$ cat config.mk
export PLATFORM = sky130hd
export DESIGN_NAME = mac_sequencer
export DESIGN_NICKNAME = d
export VERILOG_FILES = /design/src/rtl/mac_sequencer.sv
export SDC_FILE = /design/constraint.sdc
export NUM_CORES = 1
export LEC_CHECK = 0
export CAP_MARGIN = 30
export CORE_UTILIZATION = 48
export DETAILED_ROUTE_END_ITERATION = 8
export GPL_TIMING_DRIVEN = 0
export HOLD_SLACK_MARGIN = 0.08
export PLACE_DENSITY = 0.85
export SLEW_MARGIN = 0
export SYNTH_ARGS = -nofsm -noshare
export SYNTH_HDL_FRONTEND = slang
export SYNTH_SLANG_ARGS = --single-unit
$ cat constraint.sdc
create_clock -name clock -period 3.3 [get_ports clock]
set_input_delay 0.66 -clock clock [delete_from_list [all_inputs] [get_ports clock]]
set_output_delay 0.66 -clock clock [all_outputs]
set_load 0.05 [all_outputs]
$ cat src/rtl/mac_sequencer.sv
// rtl/mac_sequencer.sv - beat-serial dot-product accumulator sequencing an external lane multiplier
// Optional clamping accumulator: define MAC_SEQUENCER_SATURATE_EN (default build wraps modulo 2^ACC_W).
module mac_sequencer #(
    parameter int SIZE      = 4,
    parameter int SETS      = 4,
    parameter int MAX_BEATS = 16,
    parameter int ACC_W     = 2*SIZE+SETS
) (
    input  logic                           clock,
    input  logic                           reset_n,
    input  logic                           clear,
    input  logic                           in_valid,
    output logic                           in_ready,
    input  logic [SETS*SIZE-1:0]           in_a,
    input  logic [SETS*SIZE-1:0]           in_b,
    input  logic                           in_last,
    output logic                           mul_valid,
    input  logic                           mul_ready,
    output logic [SETS*SIZE-1:0]           mul_a,
    output logic [SETS*SIZE-1:0]           mul_b,
    input  logic [2*SIZE+SETS-1:0]         mul_out,
    output logic                           out_valid,
    input  logic                           out_ready,
    output logic [ACC_W-1:0]               out_data,
    output logic [$clog2(MAX_BEATS+1)-1:0] out_beats,
    output logic                           out_trunc
);
    localparam int CW = $clog2(MAX_BEATS+1);

    typedef enum logic [1:0] {ACCEPT, COMPUTE, DONE} state_t;

    state_t                state;
    logic [SETS*SIZE-1:0]  a_q;
    logic [SETS*SIZE-1:0]  b_q;
    logic                  last_q;
    logic [ACC_W-1:0]      acc;
    logic [CW-1:0]         count;
    logic                  trunc;
    logic [ACC_W-1:0]      acc_next;
    logic [CW-1:0]         count_next;

`ifdef MAC_SEQUENCER_SATURATE_EN
    // One extra bit catches the carry; once clamped, further adds keep overflowing so acc stays pinned.
    logic [ACC_W:0] sum;
    always_comb begin
        sum      = {1'b0, acc} + (ACC_W+1)'(mul_out);
        acc_next = sum[ACC_W] ? {ACC_W{1'b1}} : sum[ACC_W-1:0];
    end
`else
    always_comb begin
        acc_next = acc + ACC_W'(mul_out);
    end
`endif

    assign count_next = count + CW'(1);

    assign mul_a     = a_q;
    assign mul_b     = b_q;
    assign out_data  = acc;
    assign out_beats = count;
    assign out_trunc = trunc;

    always_ff @(posedge clock or negedge reset_n) begin
        if (!reset_n) begin
            state     <= ACCEPT;
            a_q       <= '0;
            b_q       <= '0;
            last_q    <= 1'b0;
            acc       <= '0;
            count     <= '0;
            trunc     <= 1'b0;
            in_ready  <= 1'b1;
            mul_valid <= 1'b0;
            out_valid <= 1'b0;
        end else if (clear) begin
            state     <= ACCEPT;
            acc       <= '0;
            count     <= '0;
            trunc     <= 1'b0;
            in_ready  <= 1'b1;
            mul_valid <= 1'b0;
            out_valid <= 1'b0;
        end else begin
            unique case (state)
                ACCEPT: begin
                    if (in_valid) begin
                        a_q       <= in_a;
                        b_q       <= in_b;
                        last_q    <= in_last;
                        in_ready  <= 1'b0;
                        mul_valid <= 1'b1;
                        state     <= COMPUTE;
                    end
                end
                COMPUTE: begin
                    if (mul_ready) begin
                        acc       <= acc_next;
                        count     <= count_next;
                        mul_valid <= 1'b0;
                        if (last_q || count_next == CW'(MAX_BEATS)) begin
                            trunc     <= !last_q;
                            out_valid <= 1'b1;
                            state     <= DONE;
                        end else begin
                            in_ready  <= 1'b1;
                            state     <= ACCEPT;
                        end
                    end
                end
                DONE: begin
                    if (out_ready) begin
                        acc       <= '0;
                        count     <= '0;
                        trunc     <= 1'b0;
                        out_valid <= 1'b0;
                        in_ready  <= 1'b1;
                        state     <= ACCEPT;
                    end
                end
                default: begin
                    state     <= ACCEPT;
                    in_ready  <= 1'b1;
                    mul_valid <= 1'b0;
                    out_valid <= 1'b0;
                end
            endcase
        end
    end
endmodule

---- Word-level counts from Yosys, hierarchy flattened ----
Cells that the tools add are included.
operators by class
  $add $sub $neg .......................... 2
  mux-type cells .......................... 33
  div/mod/pow operators ................... 0
  eq/ne operators ......................... 10
  order comparisons ....................... 0
  shift-type cells ........................ 0
  multipliers ............................. 0
  reductions and logical operators ........ 11
  bitwise gates (word level) .............. 1
operators with widths
  cell                                                 count
  2-to-1 mux 12 bit                                    3
  one-hot mux 12 bit (2 select lines)                  1
  2-to-1 mux 1 bit                                     15
  2-to-1 mux 5 bit                                     3
  inequality test 3 bit, second input constant         5
  adder 12 bit                                         1
  AND reduction 3 bit                                  4
  AND reduction 4 bit                                  3
  2-to-1 mux 2 bit                                     5
  one-hot mux 5 bit (2 select lines)                   1
  one-hot mux 1 bit (3 select lines)                   3
  one-hot mux 2 bit (3 select lines)                   1
  adder 5 x 1 -> 5 bit, second input constant          1
  equality test 5 bit, second input constant           1
  inequality test 2 bit, second input constant         2
  nonzero test 3 bit                                   1
  equality test 2 x 1 -> 1 bit, second input constant  1
  equality test 2 bit, second input constant           1
  logical NOT 2 bit                                    1
  one-hot mux 1 bit (2 select lines)                   1
  logical NOT 1 bit                                    1
  logical OR 1 bit                                     1
  inverter 1 bit                                       1
storage, ports and cells
  memories kept ........................... 0
  input port bits ......................... 51
  ROM bits ................................ 0
  latch bits .............................. 0
  output and inout port bits .............. 53
  logic and storage cells ................. 67
  bits in writable memories ............... 0
  bits in registers ....................... 56

---- Logic depth before layout (Yosys ltp) ----
Gate-level depths: netlist (run 1).
  word-level depth ........................ 7
  depth in mapped cells ................... 8
  depth with buffers taken out ............ 8

---- Worst setup path before layout (run 1) ----
Ideal clock, no wire load.
  path type ............................... input port to flip-flop
  start ................................... input mul_out[0]
  end ..................................... register acc[10], in the netlist out_data[10]
  data required time ...................... 3.179 ns
  data arrival time ....................... 2.273 ns
  path buffers ............................ 0
  slack ................................... 0.906 ns
  setup time .............................. 0.121 ns
  stages .................................. 8
  cells stage by stage .................... ha_1 fa_1 a21o_1 a21oi_1 nor4_1 nor3_1 xnor2_1 a22o_1
on the way
  cells in the longest elaborated chain, start to end .. 4
ends and longest elaborated chain
  item                                 RTL line  text
  from (decl)                          21        input logic [2*SIZE+SETS-1:0] mul_out,
  adder 12 bit                         51        acc_next = acc + ACC_W'(mul_out);
  2-to-1 mux 12 bit                    96        if (mul_ready) begin
  one-hot mux 12 bit (2 select lines)  84        unique case (state)
  2-to-1 mux 12 bit                    75        end else if (clear) begin
  to (signal assigned)                 97        acc <= acc_next;
  to (decl)                            36        logic [ACC_W-1:0] acc;
No other way between the ends. The select of a mux whose other input is x is not followed.
A chain may end at the register's enable or synchronous reset.

---- Worst setup path in the final report (run 1) ----
  start ................................... input mul_out[0]
  end ..................................... register acc[8], in the netlist out_data[8]
Same word-level chain as after synthesis.

==> results summary, run 1 <==
For this design the static power due to leakage is roughly 1.8 nW. The initial utilization of the core area, before any placement, comes to between 50% and 60%. After synthesis, the most frequently instantiated cells are dfrtp_1 (55), mux2_1 (33), nand2_1 (15), a22o_1 (14). Setup repair after global routing left no endpoint under its margin. The count of distinct cell types in the synthesized netlist is 43. The antenna cell count came out at 0. The register-to-register setup slack is 940 ps. The number of buffers inserted by port buffering came out at 102. The CTS buffer count is 5. The part of the Yosys area used for sequential elements is 49.4%. The path depth of the worst reg2reg path came out at 8. The CTS tree is yes.

The overall power of the completed layout came out at approximately 2.2 mW. The placed wire-length estimate after detailed placement is between 5 and 6 mm. The number of pins with negative max-slew slack in the final report came out at 0. The slack of the critical path is between 500 and 600 ps.

The peak ir drop on the vdd network is approximately 0.38 mV. The fraction of registers with async set/reset is 100%. Ranked by total cell area, the synthesized netlist is headed by dfrtp_1 (48%), mux2_1 (13%), ha_1 (5.3%). Derived from the worst setup path, the maximum achievable clock frequency is 367 MHz. In the routed design, unresolved DRC markers number 0. The number of instances resized during post-cts repair is 0. The standard-cell row count came out at 27.

The top flip-flop cell by instance count after synthesis is dfrtp_1. The post-synthesis to final-layout area growth is 43.3%. The congestion estimate from routability-driven global placement came to roughly 0.85.

The ratio of cells with drive above 1 in the final layout is roughly 7.6%. The number of nets with antenna violations after routing is 0. The synthesized design contains between 50 and 60 register bits.

Dividing the detail-routed via count by the number of cells gives approximately 5.4. Of the post-synthesis cell area, the dominant cell type holds 48.5%. Hold repair after CTS inserted 0 buffers. The pre-CTS setup slack is roughly 270 ps. The vertical extent of the die came out at 78.9 um. met2 is the most crowded layer. The maximum number of pins on one net before global-route repair is 37. For this design the top-level I/O count stands at 104. The launching point of the worst reg2reg path is out_data[0]. The number of setup violations in the final report is 0. The final layout contains routed wiring with a total length of around 6.7 mm.

For this run, the detailed router's first-pass iteration total came to 4. The met1 track utilization from global routing came out at 29.7%. For this run, global-route usage on met3 was measured as 3.68%. After clock tree synthesis, the setup repair step added 0 buffers. The data required time of the worst path is ~3500 ps. The number of antenna violations at the first check in global routing came to 0.

The final critical delay including setup and external delays is about 2700 ps. The synthesized area per cell is ~12 um^2. The arrival time at the worst endpoint is roughly 2900 ps. The synthesized instance count is 242.

Global routing consumed, on the met2 layer, a little under two fifths of the routing resources. The run finished with clean final reports. The detailed router finished its first iteration with between 100 and 150 violations. The total instance count after detailed placement came out at about 420. The maximum fanout count along the critical path came out at 4.

The worst setup path is of the in2reg kind. Of all cell types, the one taking the most synthesized area is dfrtp_1. For the final database, setup skew stands at approximately 11 ps. The total number of nets in the final design came out at ~420. The hold violation count in the final report came out at 0.

The clock-pin slew on the worst setup and hold paths is between 100 and 150 ps. The most common cell in the synthesized netlist is dfrtp_1. The worst setup path is launched from an input port.

The die covers 6230 um^2. The finished layout holds between 400 and 500 standard cells, fillers aside. In this run the horizontal extent of the chip is approximately 80 um. The total vias in the final route came out at between 2,000 and 2,500. When the netlist entered floorplanning its net count stood at 306.

The maximum level of the CTS H-tree is 2. In this run the critical register-to-register path is captured at out_data[8]. Yosys printed 0 warnings. The overall fraction of global-route tracks in use came out at 22.4%.

In this run the worst hold path is classified as in2async. The first-pass GRT wire length is between 10 and 15 mm. The power per cell area is around 550 nW/um^2. For this run the aggregate overflow at the end of global routing stands at 0. In the final routed layout, each cell accounts on average for between 15 and 20 um. The tree is rooted in a clkbuf_8. The core region area is ~5600 um^2. The synthesized design contains 0 enable-type register cells. The buffer levels on the longest clock path came out at 2. The number of global-route vias before repair came out at 2,224. The worst slew slack as a fraction of its limit is a little over two fifths. The number of maximum-capacitance constraint violations came out at 0.

The part of the cycle the worst path needs came out at between 80% and 90%. The clock latency of the later-clocked register in the worst-skew pair is around 310 ps. The worst setup path is captured at a flip-flop.

The slew at the pin closest to its max-slew limit is ~870 ps. Summing every instance area after synthesis gives ~2800 um^2. The number of clock sinks is 56. The setup TNS after final layout came out at 0 ps.
state kept, by name (all words and copies together) (netlist names):
| signal | flops |
|---|---|
| mul_a | 16 |
| state | 2 |
| last_q | 1 |
| out_valid | 1 |
| mul_valid | 1 |
| in_ready | 1 |
| out_trunc | 1 |
| mul_b | 16 |
| out_beats | 5 |
| out_data | 12 |
metrics by stage:
step                util, %  hold WS (ps)  area [um^2]
floorplan                 -           364         2840
finish                 72.6           453         4070
CTS                    72.6           465         4070
global route           72.6           494         4070
detailed placement     70.8           474         3970
global placement       70.4           466         3950
cells by family (layout without fill, tap and decap cells):
| family | after synthesis | count (layout) | synth area share (%) |
|---|---|---|---|
| AOI/OAI and AO/OA | 58 | 58 | 14.1 |
| xor gates and xnor gates | 12 | 12 | 3.70 |
| adders and majority gates | 13 | 13 | 5.99 |
| buffers and inverters | 17 | 128 | 3.75 |
| DFF | 56 | 56 | 49.4 |
| muxes | 34 | 34 | 13.5 |
| and+or+nand+nor | 52 | 52 | 9.52 |
worst max-delay path by stage:
| stage | start | end | cells after the start |
|---|---|---|---|
| 6_report | mul_out[0] | out_data[8] | 9 |
| 5_1_grt | mul_out[0] | out_data[8] | 9 |
| 4_1_cts | mul_out[0] | out_data[8] | 9 |
| 3_5_place_dp | mul_out[0] | out_data[8] | 9 |
| 3_3_place_gp | reset_n | out_data[7] | 1 |
| 2_1_floorplan | mul_out[0] | out_data[10] | 8 |
final cells by class:
| class | count | area [um^2] |
|---|---|---|
| Clock buffer | 5 | 68.8 |
| Tap cell | 72 | 90.1 |
| Clock inverter | 3 | 27.5 |
| Multi-Input combinational cell | 169 | 1330 |
| Timing Repair Buffer | 103 | 1040 |
| Fill cell | 406 | 1540 |
| Buffer | 13 | 91.3 |
| Inverter | 4 | 15.0 |
| Sequential cell | 56 | 1400 |
cell usage in the layout (no fill, tap or decap), types with 5 or more instances in the layout:
cell             instances
nor2_1                   9
clkbuf_8                 5
mux2_1                  33
buf_2                    7
a31oi_1                  5
xnor2_1                  9
clkdlybuf4s50_1        101
o21ai_1                  6
a21o_1                   7
dfrtp_1                 55
nand3_1                  9
a21oi_1                 12
ha_1                    12
nand2_1                 15
a22o_1                  14
worst max-delay path, stage by stage:
cell             delay, ps
clkdlybuf4s50_1        400
ha_1                   230
fa_1                   400
a21o_1                 200
a21oi_1                350
nor3_1                 110
nor3_1                 270
xnor2_1                100
a22o_1                 200
power breakdown:
part | internal (mW) | total (mW) | switching (mW)
clock network | 0.156 | 0.391 | 0.234
logic | 0.369 | 0.985 | 0.616
registers | 0.805 | 0.871 | 0.0662
layer usage:
layer,share of wire [%],wire length (um),vias up
li1,-,-,1105
met1,43,2900,1127
met2,50,3360,70
met3,5.2,346,7
met4,1.4,91,0
met5,0,0,-
No activity file was read; power rests on OpenSTA's default activity.
==> run 2: changes to the inputs <==
--- a/config.mk
+++ b/config.mk
@@ -6,11 +6,11 @@
 export NUM_CORES = 1
 export LEC_CHECK = 0
 export CAP_MARGIN = 30
-export CORE_UTILIZATION = 48
+export CORE_UTILIZATION = 45
 export DETAILED_ROUTE_END_ITERATION = 8
 export GPL_TIMING_DRIVEN = 0
 export HOLD_SLACK_MARGIN = 0.08
-export PLACE_DENSITY = 0.85
+export PLACE_DENSITY = 0.81
 export SLEW_MARGIN = 0
 export SYNTH_ARGS = -nofsm -noshare
 export SYNTH_HDL_FRONTEND = slang
==> constraint.sdc (replaced) <==
create_clock -name clock -period 2.8 [get_ports clock]
set_input_delay 0.56 -clock clock [delete_from_list [all_inputs] [get_ports clock]]
set_output_delay 0.56 -clock clock [all_outputs]
set_load 0.05 [all_outputs]
==> results summary, run 2 (synthesis gave the netlist of run 1 again) <==
The post-CTS setup buffer count is 0. The share of total power in sequential cells came out at roughly two fifths. The number of maximum-capacitance constraint violations is 0.

The number of clock sinks came out at 56. The first-pass iteration count of the detailed router came out at 4. The hold violation count in the final report is 0. The peak ir drop on the vdd network is approximately 0.50 mV. The count of unresolved DRC violations after routing is 0.

The number of buffers inserted by port buffering came out at about 100. Clock-pin slew was measured on the worst setup and hold paths at between 100 and 150 ps. On the critical path, the stage with the largest delay is an instance of clkdlybuf4s50_1. The floorplan die width is 81.4 um. Combinational logic is responsible for between 40 and 50% of the overall power. The worst slew slack as a fraction of its limit is about three fifths.

The setup path with the least slack is of type in2reg. Setup repair after global routing left no endpoint under its margin. The instance area at placement came out at ~4000 um^2.

The first-pass GRT wire length came out at about 10 mm. For met3 alone, demand over resource in global routing was around 4.7%. The total area inside the core boundary comes to around 6000 um^2. The final weighted congestion in routability-driven placement came out at 0.905. The number of global-route vias before repair is 2,167. For this configuration, the core starts out at a cell density of 47.4%. The data required time of the worst path is roughly 3000 ps. The clock share of power came out at about 17%.

Of the cells placed in the final design, the portion with a size suffix greater than 1 is 7.65%. In this run the number of H-tree levels came out at 2. In the layout the commonest cells are clkdlybuf4s50_1 (101), dfrtp_1 (55), mux2_1 (33), nand2_1 (15), a22o_1 (14). The net switching share of the total power is around 41%.

In the global route stage, met2 resource usage came out at between 30% and 40%. The part of the cycle the worst path needs is 94.8%. The repair_antennas step left the layout with diodes totalling 0. The maximum cell stage delay along the critical path is slightly above 400 ps. The full die area is around 6600 um^2. The tightest min-delay check is of the in2async type.

The overall fraction of global-route tracks in use came out at 20.1%. Across the whole layout, storage elements account for between 1000 and 1500 um^2. The buffer levels on the longest clock path came out at 2. The slew at the pin closest to its max-slew limit is 595 ps. The setup TNS after final layout is 0 ps. The filler cell count in the final layout is ~450. The power per cell area is 649 nW/um^2. The highest clock rate is 377 MHz. The analysis attributes to cell leakage a power of between 1.5 and 2 nW.

The layer with the highest usage is met2. Setup violations remaining at the end of the flow were counted as 0. The average via count per standard cell is between 5 and 6. The number of antenna violations at the first check in global routing is 0. The worst setup path is captured at a flip-flop. The total area of multi-input combinational cells is around 1300 um^2. The CTS buffer count is 5. The vertical extent of the die is between 80 and 90 um. Summed over all nets, the half-perimeter wirelength after detailed placement is 4.88 mm. The total number of nets in the final design came out at 416. In this run the count of I/O pins placed on the die edge is between 100 and 150. TritonCTS built the clock tree. Clock skew on the completed layout was measured at approximately 6.5 ps.

In this run the clock root is driven by a clkbuf_8. The kind of cell adding the most delay to the critical path is compound AO/OA/AOI/OAI gates. The total vias in the final route is 2,241.

The clock latency of the later-clocked register in the worst-skew pair came out at around 310 ps. After clock tree synthesis, the repair step resized 0 gates. The met1 track utilization from global routing came out at between 20% and 30%. The worst path needs ~2700 ps of the cycle, external delays included.

Leaving out fill and tap cells, the most frequent cell in the layout is clkdlybuf4s50_1. Across all hold checks on the routed design, the worst slack comes to between 200 and 250 ps. The routed wire length is approximately 6.5 mm. The overall power of the completed layout came out at about 2.6 mW. STA classifies the critical path startpoint as an input port. The final instance area came out at roughly 4100 um^2. The quantity of hold-fixing buffers added after cts came out at 0. Along the worst path, the maximum fanout reaches 4.

At the worst endpoint, the arrival time is about 2900 ps. The first routing iteration left slightly above 80 violations. The reported net switching power came out at approximately 1.1 mW. Counting both buffers and inverters, the worst setup path holds a total of 1. The number of nets with antenna violations after routing came out at 0. The standard-cell row count came out at 28.

The internal portion of the total power is 1.56 mW. The routed wire length per instance came out at roughly 15 um. Traced cell by cell, the critical path runs through clkdlybuf4s50_1 > ha_1 > fa_1 > a21o_1 > a21oi_1 > nor4_1 > nor3_1 > xnor2_1 > a22o_1. The remaining global-route overflow is 0.

The number of pins with negative max-slew slack in the final report came out at 0. The flow ran to the end, and the final reports show no timing, DRC or antenna violations. Entering global routing, the biggest net connects 32 pins. The post-synthesis to final-layout area growth came out at 43.0%.
==> run 2: stage by stage <==
step / std cells / utilization, % / worst slack (ps)
floorplan: 242 / - / 419
global placement: 419 / 66.0 / -625
detailed placement: 420 / 66.2 / -155
CTS: 428 / 67.8 / 152
global route: 428 / 67.8 / 54.8
finish: 428 / 67.8 / 145
==> run 2: power by group through the flow <==
stage	clock network, mW	logic, mW	registers, mW
after detailed placement	0	1.16	1.04
after global placement	0	1.15	1.03
after floorplan	0	0.254	1.51
final	0.455	1.16	1.02
after CTS	0.470	1.16	1.03
after global routing	0.502	1.21	1.04
==> run 2: worst reg2reg max path, cell delays in order, from the launching register on <==
cell and delay [ps]:
dfrtp_1 420, ha_1 220, fa_1 400, a21o_1 190, a21oi_1 340, nor4_1 130, nor3_1 280, xnor2_1 110
a22o_1 200
==> run 2: final timing paths <==
| path | to | cells after the start | slack, ps | startpoint |
|---|---|---|---|---|
| min reg2reg | mul_a[2] | 1 | 490 | mul_a[2] |
| min in group clock | mul_a[2] | 1 | 490 | mul_a[2] |
| max in group asynchronous | in_ready | 2 | 1900 | reset_n |
| min | mul_b[13] | 1 | 250 | reset_n |
| max reg2reg | out_data[10] | 8 | 410 | out_data[0] |
| max | out_data[10] | 9 | 140 | mul_out[0] |
==> run 2: metal layers <==
metal	vias up	routed length, um
met4	0	71
met2	69	3060
met1	1068	2990
met3	9	379
met5	-	0
li1	1095	-
==> run 2: cell type report <==
class                   instances  area share [%]
inverters                       4           0.370
clock inverters                 3           0.555
repair buffers                103            25.5
clock buffers                   5            1.69
plain buffers                  13            2.25
multi-input cells             169            32.8
flip-flops and latches         56            34.5
well taps                      75            2.31
==> run 3: changes to the inputs <==
--- a/config.mk
+++ b/config.mk
@@ -11,6 +11,7 @@
 export GPL_TIMING_DRIVEN = 0
 export HOLD_SLACK_MARGIN = 0.08
 export PLACE_DENSITY = 0.81
+export RECOVER_POWER = 25
 export SLEW_MARGIN = 0
 export SYNTH_ARGS = -nofsm -noshare
 export SYNTH_HDL_FRONTEND = slang
==> results summary, run 3 (synthesis gave the netlist of run 1 again) <==
The flow ran to the end, and the final reports show no timing, DRC or antenna violations. The peak ir drop on the vdd network came out at between 0.4 and 0.5 mV. In the final design database the tool counted roughly 420 nets. Setup repair after global routing left no endpoint under its margin.

The full die area came out at 6630 um^2. The clock-pin slew on the worst setup and hold paths is 110 ps. The number of antenna violations at the first check in global routing is 0. Dividing the detail-routed wire length by the instance count gives ~15 um. The antenna cell count is 0. The number of instances resized during post-cts repair is 0. The number of global-route vias before repair came out at between 2,000 and 2,500. The critical path capture point is out_data[10]. The reg-to-reg endpoint is out_data[10]. The number of top-level pins is between 100 and 150. The power per cell area came out at approximately 650 nW/um^2.

In this run the number of H-tree levels came out at 2. The final worst clock skew came out at 6.50 ps. The final weighted congestion in routability-driven placement is roughly 0.9. Once the floorplan was initialized, standard cells occupied about 47% of the core. The total instance count after detailed placement came out at 420. The worst slew slack as a fraction of its limit came out at about 9%. In this run, the number of DRC markers left after iteration 0 of detailed routing was between 70 and 80. In this run the vertical extent of the chip is between 80 and 90 um. The endpoint kind of the worst setup timing path is a flip-flop. The hold violation count in the final report is 0. TritonCTS built the clock tree. The placed wire-length estimate after detailed placement came out at 4.88 mm. The core occupancy in the finished layout came out at 67.5%.

For this block, the routed nets add up to between 6 and 7 mm of wire. The number of pins with negative max-slew slack in the final report is 0. The number of maximum-capacitance constraint violations came out at 0. The overall power of the completed layout is between 2 and 3 mW. The highest clock rate is around 380 MHz. The number of nets with antenna violations after routing is 0. Dividing the detail-routed via count by the number of cells gives ~5.2. The later pin in the worst-skew pair is clocked with a latency of 310 ps. The CTS buffer count came out at 5. Global routing consumed, over all layers together, 20.1% of the routing resources.

The part of the cycle the worst path needs is a little over nine tenths. The core region is 5990 um^2. Hold repair after CTS inserted 0 buffers. The standard-cell row count is 28. The total vias in the final route is between 2,000 and 2,500. The worst setup path is of the in2reg kind. The post-CTS setup buffer count came out at 0. In the layout the commonest cells are clkdlybuf4s50_1 (101), dfrtp_1 (55), mux2_1 (33), nand2_1 (15), a22o_1 (14). The arrival time at the worst endpoint came out at 2850 ps. The clock period could shrink to 2650 ps. The launch point of the worst path is mul_out[0].

Clock tree synthesis found a total of 56 sinks. Summed over all layers, the global routing overflow is 0. The min-delay analysis places its worst path in the category reg2reg. The first-pass iteration count of the detailed router is 4. The startpoint class of the critical path is an input port. The data required time of the worst path came out at 3000 ps. The floorplan die width is ~81 um. The buffer levels on the longest clock path is 2. The worst hold slack after final layout came out at 493 ps. The number of setup violations in the final report is 0. The first-pass GRT wire length came out at between 10 and 15 mm. Cells with a size suffix above 1 make up 7.37% of the layout. The maximum fanout count along the critical path is 4. The path depth of the worst reg2reg path came out at 8.

The worst register-to-register path begins at out_data[0]. The number of cells in the finished layout apart from fillers came out at between 400 and 500. The maximum number of pins on one net before global-route repair came out at 32. The register-to-register setup slack came out at between 400 and 500 ps.

The library cell used most frequently in the layout, excluding fill and tap cells, is clkdlybuf4s50_1. For the pin with the worst max-slew slack, the measured transition is 1370 ps. The number of buffers inserted by port buffering is 102. The root buffer cell is clkbuf_8. The post-synthesis to final-layout area growth is 42.4%. The setup TNS after final layout is 0 ps. After detailed routing, the number of remaining DRC violations is 0. The filler cells instantiated in the layout total between 400 and 500. The leakage power came out at ~1.8 nW.
==> run 3: metrics by stage <==
stage	area, um^2	worst slack, ps
after floorplan	2840	419
after global placement	3950	-625
after detailed placement	3970	-155
after CTS	4060	152
after global routing	4040	54.8
final	4040	147
==> run 3: how the worst min path moves through the flow <==
stage                    from        end  slack (ps)  cells past startpoint
global route        mul_a[13]  mul_a[13]         510                      1
global placement    mul_b[14]  mul_b[14]         470                      1
detailed placement   mul_a[2]   mul_a[2]         470                      1
CTS                   reset_n   mul_b[1]         260                      1
floorplan             reset_n     last_q         260                      0
finish               mul_a[2]   mul_a[2]         490                      1
==> run 3: layer usage <==
metal | vias up | share of wire (%) | global-route usage, %
met5 | - | 0 | 0
li1 | 1095 | - | -
met2 | 62 | 47 | 31.7
met4 | 0 | 0.99 | 5.71
met1 | 1076 | 46 | 27.5
met3 | 7 | 5.7 | 4.67
==> run 3: report_power, final <==
group / total, mW / internal (mW) / switching [mW]
clock network: 0.455 / 0.180 / 0.275
logic: 1.15 / 0.431 / 0.722
registers: 1.02 / 0.949 / 0.0748
==> run 3: layout make-up <==
class,count,area [um^2],share of cell area [%]
clock buffer,5,68.8,1.70
sequential,56,1400,34.7
buffer,13,91.3,2.26
inverter,4,15.0,0.371
clock inverter,3,22.5,0.557
timing repair buffer,103,1020,25.2
multi-input combinational,169,1330,32.9
tap,75,93.8,2.32
==> run 3: critical path, stage by stage <==
cell             delay [ps]
clkdlybuf4s50_1         410
ha_1                    230
fa_1                    400
a21o_1                  190
a21oi_1                 340
nor4_1                  120
nor3_1                  280
xnor2_1                 110
a22o_1                  200
